### config.mk
export PLATFORM = sky130hd
export DESIGN_NAME = uart_tx_framed
export DESIGN_NICKNAME = d
export VERILOG_FILES = /design/src/rtl/uart_tx_framed.sv
export SDC_FILE = /design/constraint.sdc
export NUM_CORES = 1
export LEC_CHECK = 0
export BUFFER_PORTS_ARGS = -buffer_cell sky130_fd_sc_hd__buf_4
export CAP_MARGIN = 20
export CORE_MARGIN = 3
export CORE_UTILIZATION = 50
export DETAILED_ROUTE_END_ITERATION = 10
export GPL_TIMING_DRIVEN = 0
export PLACE_DENSITY = 0.74
export SLEW_MARGIN = 5
export SYNTH_ARGS = -nofsm -noshare
export SYNTH_HDL_FRONTEND = slang
export SYNTH_SLANG_ARGS = --single-unit
### constraint.sdc
create_clock -name clock -period 1.7 [get_ports clock]
set_input_delay 0.17 -clock clock [delete_from_list [all_inputs] [get_ports clock]]
set_output_delay 0.17 -clock clock [all_outputs]
set_load 0.005 [all_outputs]
### src/rtl/uart_tx_framed.sv
// Framed UART transmitter: start bit, 5-9 data bits LSB first, optional odd/even parity, 1 or 2 stop bits.
// Define UART_TX_BREAK_EN to add the send_break input and the BREAK (line held low) state.
module uart_tx_framed #(
    parameter int CLOCKS_PER_BIT = 434,
    parameter int DATA_BITS      = 8,
    parameter int PARITY_MODE    = 0,
    parameter int STOP_BITS      = 1
) (
    input  logic                 clock,
    input  logic                 reset_n,
`ifdef UART_TX_BREAK_EN
    input  logic                 send_break,
`endif
    input  logic                 has_data,
    input  logic [DATA_BITS-1:0] data_to_send,
    output logic                 sending_bit,
    output logic                 is_transmitting,
    output logic                 transmission_done,
    output logic [2:0]           debug_state
);
    localparam int CW = $clog2(CLOCKS_PER_BIT);
    localparam int IW = $clog2(DATA_BITS);
    localparam logic [CW-1:0] CNT_LAST  = CW'(CLOCKS_PER_BIT - 1);
    localparam logic [IW-1:0] IDX_LAST  = IW'(DATA_BITS - 1);
    localparam logic [IW-1:0] STOP_LAST = IW'(STOP_BITS - 1);
    localparam bit HAS_PARITY = (PARITY_MODE == 1) || (PARITY_MODE == 2);

    typedef enum logic [2:0] {
        S_IDLE   = 3'd0,
        S_START  = 3'd1,
        S_DATA   = 3'd2,
        S_PARITY = 3'd3,
`ifdef UART_TX_BREAK_EN
        S_BREAK  = 3'd5,
`endif
        S_STOP   = 3'd4
    } state_t;

    state_t               state_q;
    logic [CW-1:0]        cnt_q;
    logic [IW-1:0]        idx_q;
    logic [DATA_BITS-1:0] buf_q;
    logic                 sending_bit_q;
    logic                 busy_q;
    logic                 done_q;
`ifdef UART_TX_BREAK_EN
    logic                 brk_q;
`endif

    logic          bit_end_d;
    logic [IW-1:0] idx_inc_d;
    logic          parity_d;

    assign bit_end_d = (cnt_q == CNT_LAST);
    assign idx_inc_d = idx_q + 1'b1;
    // Parity always comes from the word latched at acceptance.
    assign parity_d  = (PARITY_MODE == 1) ? ~(^buf_q) : (^buf_q);

    always_ff @(posedge clock or negedge reset_n) begin
        if (!reset_n) begin
            state_q       <= S_IDLE;
            cnt_q         <= '0;
            idx_q         <= '0;
            buf_q         <= '0;
            sending_bit_q <= 1'b1;
            busy_q        <= 1'b0;
            done_q        <= 1'b0;
`ifdef UART_TX_BREAK_EN
            brk_q         <= 1'b0;
`endif
        end else begin
            done_q <= 1'b0;
            if (state_q == S_START || state_q == S_DATA ||
                state_q == S_PARITY || state_q == S_STOP) begin
                cnt_q <= bit_end_d ? '0 : cnt_q + 1'b1;
            end
            case (state_q)
                S_IDLE: begin
                    sending_bit_q <= 1'b1;
                    busy_q        <= 1'b0;
                    cnt_q         <= '0;
                    idx_q         <= '0;
`ifdef UART_TX_BREAK_EN
                    if (send_break) begin
                        state_q       <= S_BREAK;
                        sending_bit_q <= 1'b0;
                        busy_q        <= 1'b1;
                    end else
`endif
                    if (has_data) begin
                        buf_q         <= data_to_send;
                        busy_q        <= 1'b1;
                        sending_bit_q <= 1'b0;
                        state_q       <= S_START;
                    end
                end
                S_START: begin
                    if (bit_end_d) begin
                        state_q       <= S_DATA;
                        sending_bit_q <= buf_q[0];
                        idx_q         <= '0;
                    end
                end
                S_DATA: begin
                    if (bit_end_d) begin
                        if (idx_q == IDX_LAST) begin
                            idx_q <= '0;
                            if (HAS_PARITY) begin
                                state_q       <= S_PARITY;
                                sending_bit_q <= parity_d;
                            end else begin
                                state_q       <= S_STOP;
                                sending_bit_q <= 1'b1;
                            end
                        end else begin
                            idx_q         <= idx_inc_d;
                            sending_bit_q <= buf_q[idx_inc_d];
                        end
                    end
                end
                S_PARITY: begin
                    if (bit_end_d) begin
                        state_q       <= S_STOP;
                        sending_bit_q <= 1'b1;
                        idx_q         <= '0;
                    end
                end
                S_STOP: begin
                    // idx_q counts stop bits here
                    if (bit_end_d) begin
                        if (idx_q == STOP_LAST) begin
                            state_q <= S_IDLE;
                            busy_q  <= 1'b0;
                            idx_q   <= '0;
`ifdef UART_TX_BREAK_EN
                            done_q  <= !brk_q;
                            brk_q   <= 1'b0;
`else
                            done_q  <= 1'b1;
`endif
                        end else begin
                            idx_q <= idx_inc_d;
                        end
                    end
                end
`ifdef UART_TX_BREAK_EN
                S_BREAK: begin
                    if (!send_break) begin
                        state_q       <= S_STOP;
                        sending_bit_q <= 1'b1;
                        cnt_q         <= '0;
                        idx_q         <= '0;
                        brk_q         <= 1'b1;
                    end
                end
`endif
                default: begin
                    state_q       <= S_IDLE;
                    sending_bit_q <= 1'b1;
                    busy_q        <= 1'b0;
                    cnt_q         <= '0;
                    idx_q         <= '0;
                end
            endcase
        end
    end

    assign sending_bit       = sending_bit_q;
    assign is_transmitting   = busy_q;
    assign transmission_done = done_q;
    assign debug_state       = state_q;

endmodule

After elaboration in Yosys (flattened, before gate mapping)

Index checks and enable logic that the tools add are counted.

$lt $le $gt $ge: 1
Muxes and demuxes: 32
Equality and inequality tests: 15
Reduce and logical (&&, ||, !) cells: 13
Bitwise logic cells: 2
Add/sub/neg operators: 2

Operators with widths:

| cell                                                                         | number |
|---|---|
| 3-bit 2-to-1 mux                                                             | 12 |
| 9-bit 2-to-1 mux                                                             | 3 |
| 3-bit case mux with 5 select lines                                           | 1 |
| 1-bit 2-to-1 mux                                                             | 12 |
| 2-bit != test, second input constant                                         | 5 |
| 9-bit by 1-bit adder with 9-bit output, second input constant                | 1 |
| 9-bit == test, second input constant                                         | 1 |
| 3-bit case mux with 3 select lines                                           | 1 |
| 2-bit by 1-bit != test with 1-bit output, second input constant              | 4 |
| 7-bit AND reduction                                                          | 1 |
| 3-bit by 2-bit == test with 1-bit output, second input constant              | 2 |
| 3-bit == test, second input constant                                         | 2 |
| 3-bit zero test                                                              | 2 |
| 3-bit AND reduction                                                          | 2 |
| 1-bit case mux with 5 select lines                                           | 1 |
| 3-bit by 4-bit less-than comparator with 1-bit output, second input constant | 1 |
| 4-bit AND reduction                                                          | 1 |
| 4-bit OR reduction                                                           | 1 |
| 3-bit by 1-bit adder with 3-bit output, second input constant                | 1 |
| 1-bit binary-select mux with 3-bit select                                    | 1 |
| 3-bit by 1-bit == test with 1-bit output, second input constant              | 1 |
| 1-bit logical OR                                                             | 3 |
| 1-bit case mux with 3 select lines                                           | 1 |
| 3-bit OR reduction                                                           | 1 |
| other kinds (3)                                                              | 4 |

Register bits after elaboration: 26
Output and inout bits: 6
Bits of input ports: 11
Logic and storage cells: 72

Longest topological paths before layout

Depth after elaboration: 6
Depth in mapped cells: 6
Gate-level depth less buffers: 6

Worst setup path before layout

No wires, ideal clock.

Kind: register to register
Start: reg idx_q[0]
End: reg sending_bit_q, in the netlist sending_bit
Path slack: -0.057 ns
Data arrival time: 1.674 ns
Path buffers: 0
Cell stages (with the launch flop): 7
Period minus slack after synthesis: 1.757 ns
Required time: 1.617 ns
Setup time: 0.083 ns
Cells stage by stage: dfrtp_1 > ha_1 > ha_1 > mux4_2 > a21oi_1 > nor3_1 > o32a_1

Word-level cells in the longest chain between the ends: 6
Elaborated cells between the ends (all ways): 7
Those cells by class: add/sub: 1; eq/ne: 1; mux: 5

RTL lines:

| what                                      | RTL line | RTL |
|---|---|---|
| from (decl)                               | 41       | `logic [IW-1:0] idx_q;` |
| from (signal assigned)                    | 116      | `idx_q <= idx_inc_d;` |
| from (signal assigned)                    | 142      | `idx_q <= idx_inc_d;` |
| 3-bit by 1-bit adder with 3-bit output    | 55       | `assign idx_inc_d = idx_q + 1'b1;` |
| 1-bit binary-select mux with 3-bit select | 117      | `sending_bit_q <= buf_q[idx_inc_d];` |
| 1-bit 2-to-1 mux (not written as such)    | 117      |  |
| 1-bit 2-to-1 mux *                        | 106      | `if (idx_q == IDX_LAST) begin` |
| 1-bit 2-to-1 mux *                        | 105      | `if (bit_end_d) begin` |
| 1-bit case mux with 5 select lines *      | 77       | `case (state_q)` |
| to (signal assigned)                      | 100      | `sending_bit_q <= buf_q[0];` |
| to (signal assigned)                      | 110      | `sending_bit_q <= parity_d;` |
| to (signal assigned)                      | 117      |  |
| to (decl)                                 | 43       | `logic sending_bit_q;` |

Mark *: on every way between the ends. The rest lies on a longest branch, timed or not. The select of a mux whose other input is x is not followed.
A chain may end at the register's enable or synchronous reset.

Worst setup path in the final report

Start: reg idx_q[1]
End: reg sending_bit_q, in the netlist sending_bit

Same word-level chain as after synthesis.

==> impl_metrics.yaml <==
sta:
  skew_ps: 11.3
  fmax_ghz: 0.573
  drv_slew: 0
  worstMarginPinSlew_ps: 347
  setup_viol: 1
  grt_setup_unrepaired: "yes"
  relSlewSlack: 0.767
  fin_ws_ps: -44.5
  final-hold-violation-count: 0
  post-route-period-util: 1.03
  fin_crit_ps: 1740
drt:
  ant_nets: 0
  drt_pass1_iterations: 4
  wl_per_cell_um: 15.1
  first_iter_violations: 35
  viasPerCell: 5.86
  drc: 0
  vias: 1026
  routed_wl_um: 2650
critical_path:
  cp_max_fo: 3
  crit_chain: "ha_2 -> ha_4 -> mux4_2 -> a21oi_2 -> nor3_1 -> o32a_1"
  critical_path_class: "reg2reg"
  critical_path_arrival_ps: 2000
  path_buf_inv: 0
  cpLargestDelayFamily: "adder cells"
  regToRegSetupSlack_ps: -40
  setup.worst_path.start_class: "register"
  max_stage_delay_ps: 420
  required_ps: 1960
  crit_slowest_cell: "dfrtp_1"
  cp-end-kind: "register"
synth:
  netlist_top_cells_count: "dfrtp_1, nor2_1, mux2_2, o21ai_0, a21oi_1"
  synthAdderAreaFrac: 0.0465
  synthMuxAreaShare: 0.115
  syn_inst: 120
  synth_nets: 136
  synth_top_family_by_area: "simple AND/OR/NAND/NOR gates"
  synth_compound_area_frac: 0.111
  yosysMostFrequentCell: "dfrtp_1"
  synthArstFlopShare: 1.00
  synth-main-ff-cell: "dfrtp_1"
  synth_xor_area_frac: 0.0325
  synth_area_leaders: "dfrtp_1, mux2_2, ha_1"
  synth_edf_count: 0
  synth_top_area_share: 0.465
  synth_cell_types: 38
  ys_ff_latch: 26
  seq_area_frac_synth: 0.484
  synth_simple_gate_area_frac: 0.177
  synthesis.area_sq_mm: 0.00135
  ys_warn_count: 0
  yosysTopAreaCell: "dfrtp_1"
  synth_area_per_cell_sq_um: 11.2
pwr:
  switching_share: 0.277
  powerDensity_mw_per_mm2: 1020
  peakVddDrop_mv: 0.844
  p_clk_frac: 0.245
  seqPwrFrac: 0.525
  p_comb_frac: 0.230
  total_power_mw: 1.72
  power.leakage_nw: 0.699
  switchingPower_mw: 0.477
  p_int_mw: 1.24
finish:
  drive_above_1_share: 0.393
  antenna_cells: 0
  fin_util: 0.668
  fin_nets: 162
  area_growth_pct: 25.1
  fill_cells: 196
  multi_input_area_sq_um: 723
  seqCellArea_sq_um: 656
  fin_cells: 175
place:
  place.detailed.hpwl_um: 1820
  place_ws_ps: -192
  dp.cells: 166
  gp_congestion: 0.806
  portBuffers: 16
grt:
  grt_pass1_vias: 1027
  grt_util_all_layers: 0.182
  grt_max_degree: 27
  grt_overflow: 0
  antenna_found_initial: 0
  grt_pass1_wl_um: 4700
status:
  violations: "negative setup slack"
  status: "finished with violations"
run:
  maxCapViolCount: 0
floorplan:
  coreArea_sq_mm: 0.00252
  num_rows: 18
  io_pins: 17
  die_h_um: 57.9
  fp.dieW_um: 57.9
  start_util: 0.534
  die_area_sq_mm: 0.00335
clock_network:
  h-tree-depth: 1
  cts_root_buffer: "clkbuf_4"
  numCtsBuffers: 3
  clk_pin_slew_ps: 150
  clk_latency_ps: 320
  cts.sinks: 26
  cts_tree: "built"
  clk_path_buf_depth: 2
min_path:
  hold_path_class: "in2reg"
-- cell type report --
type	count	share of cell area
flip-flops and latches	26	0.389
plain buffers	4	0.0193
multi-input cells	84	0.429
repair buffers	21	0.0951
clock buffers	3	0.0134
inverters	6	0.0134
well taps	30	0.0223
clock inverters	1	0.0178
-- per-stage QoR --
step           area [sq um]  hold slack (ps)  TNS (ps)
2_1_floorplan          1360             -126     -45.2
3_3_place_gp           1520             91.4     -1270
3_5_place_dp           1520             95.7     -1630
4_1_cts                1640             58.9     -17.9
5_1_grt                1680             45.2      -133
6_report               1680             74.8     -44.5
-- worst register-to-register path, cell delays in order (launching register included) --
cell	delay (ps)
dfrtp_1	420
ha_2	200
ha_4	280
mux4_2	300
a21oi_2	150
nor3_1	50
o32a_1	290
-- per-layer routing --
| metal | part of all wire | track usage | up-vias |
|---|---|---|---|
| met5 | 0 | 0 | - |
| met3 | 0.034 | 0.0267 | 4 |
| met4 | 0.019 | 0.0894 | 0 |
| met2 | 0.50 | 0.287 | 16 |
| li1 | - | - | 490 |
| met1 | 0.44 | 0.246 | 516 |
-- registers in the layout, indices dropped and copies added, names as in the netlist --
signal,flops
is_transmitting,1
buf_q,8
debug_state,3
idx_q,3
transmission_done,1
cnt_q,9
sending_bit,1
-- what timing repair did --
action                                  CTS  global route
resized for setup                        11            10
endpoints found under the setup margin   14            14
hold endpoints to repair                 25             0
setup buffers                             3             1
pin swaps                                 3             3
cloned                                    0             0
hold buffers                              1             0
-- cell usage in the layout, fill, tap and decap left out, drive strengths merged, types with 2 or more instances in the layout --
cell and instances:
dfrtp 25, buf 22, nor2 9, mux2 8, o21ai 8, a21oi 8
inv 6, nand2 5, nand4 5, ha 5, clkbuf 5, nand3 4
xor2 4, nor4b 3, or3 3, mux2i 2, mux4 2, and4 2
o22ai 2
-- kinds of logic (layout without fill, tap and decap cells) --
group	after synthesis	after routing
muxes	12	12
buffers and inverters	10	35
and+or+nand+nor	38	38
adders and majority gates	5	5
AOI/OAI and AO/OA	24	24
DFF	26	26
xor gates and xnor gates	5	5
-- power groups by stage --
stage / combinational [mW] / sequential (mW) / clock, mW
floorplan: 0.246 / 0.872 / 0
global placement: 0.337 / 0.894 / 0
detailed placement: 0.354 / 0.908 / 0
CTS: 0.388 / 0.902 / 0.436
global route: 0.441 / 0.928 / 0.469
finish: 0.396 / 0.904 / 0.421
-- final timing paths --
path / to / cells past startpoint / startpoint
worst min-delay path: buf_q[7] / 2 / data_to_send[7]
worst min register to register: buf_q[7] / 1 / buf_q[7]
max in group asynchronous: sending_bit / 2 / reset_n
min in group asynchronous: is_transmitting / 2 / reset_n
worst max-delay path: sending_bit / 6 / idx_q[1]
worst max register to register: sending_bit / 6 / idx_q[1]
(Power assumes the default switching activity.)
